## src/rtl/and_gate_project_pkg.sv

```systemverilog
// Shared constants for the switch-to-LED path: default debounce window and
// the counter width rule used by every debounce filter.
package and_gate_project_pkg;

    // 10 ms at 25 MHz.
    localparam int DEFAULT_DEBOUNCE_LIMIT = 250000;

    // Counter must hold DEBOUNCE_LIMIT-1; the extra bit keeps the width
    // non-zero when the limit is 1.
    function automatic int debounce_cnt_width(input int limit);
        return $clog2(limit) + 1;
    endfunction

endpackage

```

## src/rtl/and_gate_project_debounce_filter.sv

```systemverilog
// One switch channel: two-flop synchronizer followed by a counter-based
// debounce filter that accepts a new level after DEBOUNCE_LIMIT stable cycles.
module debounce_filter
    import and_gate_project_pkg::*;
#(
    parameter int DEBOUNCE_LIMIT = DEFAULT_DEBOUNCE_LIMIT
) (
    input  logic i_Clk,
    input  logic i_Reset,
    input  logic i_Bouncy,
    output logic o_Debounced
);

    localparam int CNT_W = debounce_cnt_width(DEBOUNCE_LIMIT);
    localparam logic [CNT_W-1:0] LIMIT_M1 = CNT_W'(DEBOUNCE_LIMIT - 1);
    localparam logic [CNT_W-1:0] CNT_ONE  = CNT_W'(1);

    logic             sync1_q, sync1_d;
    logic             sync2_q, sync2_d;
    logic             state_q, state_d;
    logic [CNT_W-1:0] cnt_q,   cnt_d;

    always_comb begin
        sync1_d = i_Bouncy;
        sync2_d = sync1_q;
        state_d = state_q;
        cnt_d   = cnt_q;

        // Any cycle where the synchronized level matches the accepted one
        // breaks the run, so short glitches never accumulate.
        if (sync2_q == state_q) begin
            cnt_d = '0;
        end else if (cnt_q >= LIMIT_M1) begin
            state_d = sync2_q;
            cnt_d   = '0;
        end else begin
            cnt_d = cnt_q + CNT_ONE;
        end
    end

    always_ff @(posedge i_Clk) begin
        if (i_Reset) begin
            sync1_q <= 1'b0;
            sync2_q <= 1'b0;
            state_q <= 1'b0;
            cnt_q   <= '0;
        end else begin
            sync1_q <= sync1_d;
            sync2_q <= sync2_d;
            state_q <= state_d;
            cnt_q   <= cnt_d;
        end
    end

    assign o_Debounced = state_q;

endmodule

```

## src/rtl/and_gate_project.sv

```systemverilog
// Switch-to-LED demo top: two independent debounced switch channels feeding a
// registered AND that drives the LED pin.
module and_gate_project
    import and_gate_project_pkg::*;
#(
    parameter int DEBOUNCE_LIMIT = DEFAULT_DEBOUNCE_LIMIT
) (
    input  logic i_Clk,
    input  logic i_Reset,
    input  logic i_Switch_1,
    input  logic i_Switch_2,
    output logic o_LED_1
);

    logic debounced_1;
    logic debounced_2;
    logic led_q, led_d;

    debounce_filter #(
        .DEBOUNCE_LIMIT(DEBOUNCE_LIMIT)
    ) u_filter_1 (
        .i_Clk      (i_Clk),
        .i_Reset    (i_Reset),
        .i_Bouncy   (i_Switch_1),
        .o_Debounced(debounced_1)
    );

    debounce_filter #(
        .DEBOUNCE_LIMIT(DEBOUNCE_LIMIT)
    ) u_filter_2 (
        .i_Clk      (i_Clk),
        .i_Reset    (i_Reset),
        .i_Bouncy   (i_Switch_2),
        .o_Debounced(debounced_2)
    );

    always_comb begin
        led_d = debounced_1 & debounced_2;
    end

    // Driving the pin straight from a flop keeps the LED free of glitches.
    always_ff @(posedge i_Clk) begin
        if (i_Reset) begin
            led_q <= 1'b0;
        end else begin
            led_q <= led_d;
        end
    end

    assign o_LED_1 = led_q;

endmodule

```

## config.mk

```make
export PLATFORM = sky130hd
export DESIGN_NAME = and_gate_project
export DESIGN_NICKNAME = d
export VERILOG_FILES = /design/src/rtl/and_gate_project_pkg.sv /design/src/rtl/and_gate_project_debounce_filter.sv /design/src/rtl/and_gate_project.sv
export SDC_FILE = /design/constraint.sdc
export NUM_CORES = 1
export LEC_CHECK = 0
export BUFFER_PORTS_ARGS = -buffer_cell sky130_fd_sc_hd__buf_2
export CELL_PAD_IN_SITES_DETAIL_PLACEMENT = 1
export CELL_PAD_IN_SITES_GLOBAL_PLACEMENT = 2
export CORE_MARGIN = 5
export CORE_UTILIZATION = 39
export DETAILED_ROUTE_END_ITERATION = 7
export GPL_TIMING_DRIVEN = 0
export HOLD_SLACK_MARGIN = 0.12
export PLACE_DENSITY_LB_ADDON = 0.3
export SETUP_SLACK_MARGIN = 0.3
export SLEW_MARGIN = 5
export SYNTH_ARGS = -nofsm -noshare
export SYNTH_HDL_FRONTEND = slang
export SYNTH_HIERARCHICAL = 1
export SYNTH_SLANG_ARGS = --single-unit
```

## constraint.sdc

```tcl
create_clock -name i_Clk -period 2.3 [get_ports i_Clk]
set_clock_uncertainty 0.2 [all_clocks]
set_input_delay 0.46 -clock i_Clk [delete_from_list [all_inputs] [get_ports i_Clk]]
set_output_delay 0.46 -clock i_Clk [all_outputs]
set_load 0.02 [all_outputs]
```

==> flow_summary.yaml, run 1 <==
outcome:
  run_status: "complete, no violations"
die:
  boundaryPins: 5
  placement_rows: 25
  die_area_sq_um: 6520
  fp.coreArea_sq_um: 4790
  die_x_microns: 80.7
  die_y_microns: 80.7
  start_util_pct: 40.8
route:
  route.antenna.remaining_nets: 0
  first_iter_violations: 92
  wl_per_cell_microns: 13.8
  post_drt_via_cell_ratio: 5.07
  first_pass_iteration_count_of_the_detailed_router: 4
  vias_after_detailed_routing: 1502
  remaining_drc_errors: 0
  wirelength_mm: 4.08
setup_path:
  critical-path-slowest-cell: "dfxtp_1"
  crit_path_max_incr_delay_ns: 0.39
  worst-setup-path-type: "flip-flop to flip-flop"
  crit_required_ns: 2.29
  critical_path_end_type: "flip-flop"
  timing.critical_path.cells: "ha_1 -> nand3_2 -> a211oi_2 -> nand3_1 -> and3_2 -> o21ba_2"
  cp-start-kind: "flip-flop"
  worstPathArrival_ns: 1.91
  path_max_fanout: 4
sta:
  hold_viol_final: 0
  grt_setup_unrepaired: "no"
  achievable-frequency_mhz: 521
  final.setup.tns_ns: 0
  maxSlewViolCount: 0
  layout_worst_path_cycle_share_pct: 83.4
  setup_viol_count_final: 0
  hold-worst-slack_ns: 0.177
  fin_crit_ns: 1.92
global_route:
  antenna_found_initial: 0
  globalRouteOverflowTotal: 0
  first_global_vias: 1445
  all_layer_global_routing_usage_pct: 14.0
  pin_count_of_the_biggest_net_entering_global_routing: 14
  grt_pass1_wl_mm: 7.10
placed_design:
  placed_area_sq_um: 2060
  place.detailed.instances: 283
  last_weighted_congestion_value_of_the_routability_driven_placer: 0.854
  dp.final_hpwl_mm: 2.95
  io_buffer_count: 4
power_and_ir_drop:
  cellPowerDensity_nw_per_um2: 602
  power.internal_mw: 1.07
  share_of_total_power_in_combinational_logic_pct: 2.0
  power_frac_clock_pct: 39.7
  cellLeakagePower_nw: 0.743
  vdd.ir_drop.worst_uv: 366
  pwr-share-seq_pct: 58.3
  switching_share_pct: 20.9
  power_switching_uw: 283
clocking:
  clk-insertion-delay-late_ns: 0.30
  number_of_clock_sinks: 45
  cts-buffers-inserted: 5
  cts_root_buf: "clkbuf_8"
  clk_pin_slew_worst_paths_ns: 0.08
  htreeDepth: 2
  tritoncts: "yes"
  max-clock-path-buffers: 2
synthesis:
  syn_nets: 218
  yosys_warnings: 6
  synth_top_cells_by_area: "dfxtp_1 46%, nor2_1 8.1%, xnor2_1 7.6%, xor2_1 6.7%, nand3_1 4.9%"
  synthDominantAreaCellType: "dfxtp_1"
  synth.cell_area_sq_um: 1950
  synth-seq-area-share_pct: 46.2
  syn_inst: 212
  synth_cell_types: 28
  area_share_of_the_largest_cell_type_after_synthesis_pct: 46.2
  syn_avg_cell_area_sq_um: 9.21
  postSynthRegisterBits: 45
final_layout:
  most_common_library_cell_in_the_layout_ignoring_fill_and_taps: "dfxtp_1"
  synthToLayoutAreaGrowth_pct: 15.1
  fin_nets: 234
  number_of_inserted_diodes: 0
  fin_cells: 296
  layout.filler_cells: 565
  share_of_final_layout_standard_cells_stronger_than_drive_strength_1_pct: 21.8
  layout.cells.most_common_list: "44 x dfxtp_1, 41 x nor2_1, 17 x nand3_1, 17 x xnor2_1, 15 x xor2_1"
  final_design_area_no_fill_sq_um: 2250
job:
  max_cap_viols: 0
worst_hold_path:
  hold_class: "primary input to flip-flop"
[timing repair]
item | CTS | global route
setup endpoints to repair | 22 | 27
hold buffers | 0 | 0
resized for setup | 5 | 6
pin swaps | 4 | 4
buffers inserted | 2 | 3
[stage by stage]
| step | total power, mW | worst slack (ns) | util (%) |
|---|---|---|---|
| 2_1_floorplan | 0.822 | 0.502 | - |
| 4_1_cts | 1.37 | 0.310 | 46.0 |
| 5_1_grt | 1.41 | 0.264 | 46.9 |
| 3_3_place_gp | 0.829 | 0.302 | 43.0 |
| 6_report | 1.35 | 0.382 | 46.9 |
| 3_5_place_dp | 0.831 | 0.241 | 43.0 |
[layer usage]
metal	part of all wire, %	GRT usage [%]	routed length (microns)	up-vias
met1	52	19.5	2100	737
met3	2.1	2.00	85	6
met5	0	0	0	-
met2	45	21.4	1840	16
li1	-	-	-	743
met4	1.3	6.08	55	0
[flip-flops by register name, indices dropped and copies added, names as in the netlist]
register                cells
u_filter_2/sync1_q          1
u_filter_1/cnt_q           19
u_filter_2/cnt_q           19
o_LED_1                     1
u_filter_1/sync2_q          1
u_filter_2/o_Debounced      1
u_filter_1/o_Debounced      1
u_filter_1/sync1_q          1
u_filter_2/sync2_q          1
[power by group through the flow]
| stage | combinational [mW] | clock [mW] | sequential (mW) |
|---|---|---|---|
| floorplan | 0.0156 | 0 | 0.807 |
| global placement | 0.0222 | 0 | 0.807 |
| detailed placement | 0.0232 | 0 | 0.808 |
| CTS | 0.0258 | 0.551 | 0.789 |
| global route | 0.0308 | 0.590 | 0.791 |
| finish | 0.0267 | 0.537 | 0.789 |
[cell type report]
class / count / area (sq um) / area share [%]
buffer: 4 / 37.5 / 1.67
tap: 67 / 83.8 / 3.73
timing repair buffer: 9 / 57.6 / 2.56
inverter: 4 / 15.0 / 0.669
clock inverter: 1 / 5.00 / 0.223
multi-input combinational: 159 / 1050 / 46.7
sequential: 45 / 902 / 40.2
clock buffer: 7 / 96.3 / 4.29
[synthesized netlist by cell type]
master     n
nand2_2    2
ha_1       2
xor2_1    15
and3b_1    1
nor3_1     8
dfxtp_1   45
nand2_1   10
a21boi_0   2
and3_1     3
conb_1     2
a21oi_2    2
nor2_1    42
nand4_1    6
inv_1      4
nor4_4     2
a211oi_1   2
nor2b_1    4
o21ba_2    4
nand3_1   19
buf_6      2
or2b_2     2
o31ai_1    2
and3_2     6
xnor2_1   17
nand3b_1   2
a311oi_1   2
nor4_1     2
clkbuf_4   2
[final timing paths]
kind / startpoint / to / slack [ns] / depth (start not counted)
max: u_filter_2/cnt_q[1] / u_filter_2/o_Debounced / 0.38 / 6
max reg2reg: u_filter_2/cnt_q[1] / u_filter_2/o_Debounced / 0.38 / 6
min: i_Switch_1 / u_filter_1/sync1_q / 0.18 / 2
min reg2reg: u_filter_2/sync1_q / u_filter_2/sync2_q / 0.25 / 1
[worst max-delay path, delay by kind of cell, from the launching register on]
family | cells | cell delay (ns)
adders and majority gates | 1 | 0.23
DFF | 1 | 0.39
AOI/OAI and AO/OA | 2 | 0.49
and+or+nand+nor | 3 | 0.52
[cell families (layout without fill, tap and decap cells)]
kind of cell,Yosys count,after routing,share of synthesized area (%)
flops,45,45,46.2
xor+xnor,32,32,14.4
other cells,2,2,0.385
simple gates,109,109,29.0
compound gates,14,14,6.15
buf+inv,8,25,2.69
fa+ha+maj,2,2,1.28
Note: power is estimated with default switching activity, not from simulation.
==> run 2: changes to the inputs <==
--- a/config.mk
+++ b/config.mk
@@ -5,11 +5,12 @@
 export SDC_FILE = /design/constraint.sdc
 export NUM_CORES = 1
 export LEC_CHECK = 0
+export ABC_AREA = 1
 export BUFFER_PORTS_ARGS = -buffer_cell sky130_fd_sc_hd__buf_2
 export CELL_PAD_IN_SITES_DETAIL_PLACEMENT = 1
 export CELL_PAD_IN_SITES_GLOBAL_PLACEMENT = 2
 export CORE_MARGIN = 5
-export CORE_UTILIZATION = 39
+export CORE_UTILIZATION = 32
 export DETAILED_ROUTE_END_ITERATION = 7
 export GPL_TIMING_DRIVEN = 0
 export HOLD_SLACK_MARGIN = 0.12
==> constraint.sdc (replaced) <==
create_clock -name i_Clk -period 1.6 [get_ports i_Clk]
set_clock_uncertainty 0.2 [all_clocks]
set_input_delay 0.32 -clock i_Clk [delete_from_list [all_inputs] [get_ports i_Clk]]
set_output_delay 0.32 -clock i_Clk [all_outputs]
set_load 0.02 [all_outputs]
==> run 2 against run 1 <==
Net effect: the run now ends with setup timing left; die area increased by 39%; power increased by 49%; non-clock buffer count increased by 44; combinational power increased to 4.5 times the previous value; register-to-register slack lost 0.43 ns; fmax grew 16%; core utilization up 2.1 points; sequential share of layout area fell by 13 points; largest cell class unchanged; highest routed layer unchanged.
==> flow_summary.yaml, run 2 <==
global_route:
  globalRouteOverflowTotal: 0
  antenna_found_initial: 0
  grt_pass1_wl_mm: 10.2
  all_layer_global_routing_usage_pct: 14.4
  first_global_vias: 2241
  pin_count_of_the_biggest_net_entering_global_routing: 14
synthesis:
  synth_cell_types: 20
  synth.cell_area_sq_um: 2320
  syn_nets: 329
  synthDominantAreaCellType: "dfxtp_1"
  postSynthRegisterBits: 45
  synth_top_cells_by_area: "dfxtp_1 39%, nor2_1 12%, xor2_1 9.8%, nand2_1 8.6%, inv_1 7.8%"
  number_of_synthesized_flops_with_an_enable_pin: 0
  area_share_of_the_largest_cell_type_after_synthesis_pct: 38.9
  syn_avg_cell_area_sq_um: 7.17
  ys.flop_type: "dfxtp_1"
  synth-seq-area-share_pct: 38.9
  async_flop_share_pct: 0
  netlist_top_cells_count: "72 x nor2_1, 53 x nand2_1, 48 x inv_1"
  library_cell_with_the_highest_instance_count_after_synthesis: "nor2_1"
  syn_inst: 323
  yosys_warnings: 6
setup_path:
  rrSetupSlack_ns: -0.05
  crit_required_ns: 1.63
  worst-setup-path-type: "flip-flop to flip-flop"
  worstPathArrival_ns: 1.68
  critical_path_end_type: "flip-flop"
  path_max_fanout: 4
  cp-start-kind: "flip-flop"
route:
  wirelength_mm: 6.12
  first_iter_violations: 28
  remaining_drc_errors: 0
  vias_after_detailed_routing: 2149
  post_drt_via_cell_ratio: 4.44
  route.antenna.remaining_nets: 0
  wl_per_cell_microns: 12.6
  first_pass_iteration_count_of_the_detailed_router: 4
final_layout:
  synthToLayoutAreaGrowth_pct: 50.9
  layout.cells.most_common_list: "38 x nor2_1, 37 x buf_4, 33 x nand2_1, 33 x nor2_4, 32 x inv_1"
  share_of_final_layout_standard_cells_stronger_than_drive_strength_1_pct: 53.5
  layout.filler_cells: 887
  fin_cells: 484
  fin_nets: 390
  most_common_library_cell_in_the_layout_ignoring_fill_and_taps: "nor2_1"
  reg_top3: "u_filter_1/cnt_q x19, u_filter_2/cnt_q x19"
  number_of_inserted_diodes: 0
outcome:
  violations: "setup timing"
  run_status: "finished, violations left"
placed_design:
  io_buffer_count: 4
  last_weighted_congestion_value_of_the_routability_driven_placer: 0.744
  dp.final_hpwl_mm: 3.87
  dp_worst_setup_slack_ns: -0.150
  place.detailed.instances: 426
sta:
  hold-worst-slack_ns: 0.146
  achievable-frequency_mhz: 607
  fin_crit_ns: 1.65
  hold_viol_final: 0
  layout_worst_path_cycle_share_pct: 103
  maxSlewViolCount: 0
  timing.final.ws_setup_ns: -0.0472
  setup_viol_count_final: 29
  grt_setup_unrepaired: "yes"
power_and_ir_drop:
  cellPowerDensity_nw_per_um2: 578
  cellLeakagePower_nw: 1.23
  vdd.ir_drop.worst_uv: 289
clocking:
  number_of_clock_sinks: 45
  max-clock-path-buffers: 2
  cts_root_buf: "clkbuf_8"
  clk-insertion-delay-late_ns: 0.30
  cts-buffers-inserted: 5
  htreeDepth: 2
  tritoncts: "yes"
  clk_pin_slew_worst_paths_ns: 0.09
die:
  fp.coreArea_sq_um: 7140
  boundaryPins: 5
  placement_rows: 31
  die_x_microns: 95.1
  die_area_sq_um: 9040
  die_y_microns: 95.1
  start_util_pct: 32.5
worst_hold_path:
  hold_class: "primary input to flip-flop"
job:
  max_cap_viols: 0
[run 2: cell count changes after synthesis, sizes merged, moves of 8 or more]
cell and delta:
and3 -9, inv +44, nand3 +8, xnor2 -11, xor2 +11, nor2 +54, nand2 +43
[run 2: stage by stage]
| stage | setup TNS, ns | power [mW] | util (%) | area [sq um] |
|---|---|---|---|---|
| final | -0.613 | 2.02 | 49.0 | 3500 |
| after global routing | -4.14 | 2.12 | 49.0 | 3500 |
| after CTS | -0.873 | 2.05 | 44.2 | 3160 |
| after detailed placement | -2.80 | 1.24 | 35.9 | 2560 |
| after global placement | -2.37 | 1.24 | 35.9 | 2560 |
| after floorplan | 0 | 1.22 | - | 2420 |
[run 2: where the power goes]
part	internal [mW]	total, mW	switching (mW)
clock network	0.391	0.773	0.382
logic	0.0574	0.120	0.0624
registers	1.12	1.13	0.0104
[run 2: cells by family after synthesis]
kind of cell	share of synthesized area [%]
XOR/XNOR	12.1
flip-flops	38.9
buffers and inverters	8.96
adder cells (fa/ha/maj)	1.08
AND/OR/NAND/NOR	37.7
other	0.324
AO/OA/AOI/OAI	0.972
[run 2: area by class of cell]
cell class | instances | area [sq um] | area share, %
Buffer | 3 | 47.5 | 1.36
Tap cell | 99 | 124 | 3.54
Clock buffer | 7 | 96.3 | 2.75
Inverter | 48 | 185 | 5.30
Clock inverter | 1 | 5.00 | 0.143
Sequential cell | 45 | 962 | 27.5
Timing Repair Buffer | 54 | 500 | 14.3
Multi-Input combinational cell | 227 | 1580 | 45.1
[run 2: repair_timing]
action                                  CTS  global route
pin swaps                                31            36
buffers inserted                         31            14
hold endpoints to repair                  5             0
endpoints found under the setup margin   38            39
hold buffers                              3             0
cloned                                    2             0
gates resized for setup                  66            77
[run 2: metal layers]
metal,wire [microns],track usage (%),share of wire (%),vias to the layer above
met3,88,2.60,1.4,6
met2,3450,27.2,56,8
met4,51,4.09,0.83,0
met1,2530,16.2,41,1040
met5,0,0,0,-
li1,-,-,-,1095
[run 2: path summary, 6_finish.rpt]
path,from,depth (start not counted),endpoint
min reg2reg,u_filter_2/sync1_q,2,u_filter_2/sync2_q
max reg2reg,u_filter_1/cnt_q[12],13,u_filter_1/o_Debounced
max,u_filter_1/cnt_q[12],13,u_filter_1/o_Debounced
min,i_Reset,4,u_filter_2/o_Debounced
[run 2: worst max-delay path: stages, from the launching register on]
cell	delay, ns
dfxtp_4	0.39
inv_4	0.04
nor2_4	0.08
nand2_2	0.09
buf_6	0.12
buf_6	0.10
buf_6	0.10
inv_2	0.04
nand2_1	0.04
nor2_1	0.10
nor2_1	0.06
nand3_1	0.07
nand2_1	0.06
nor2_1	0.09
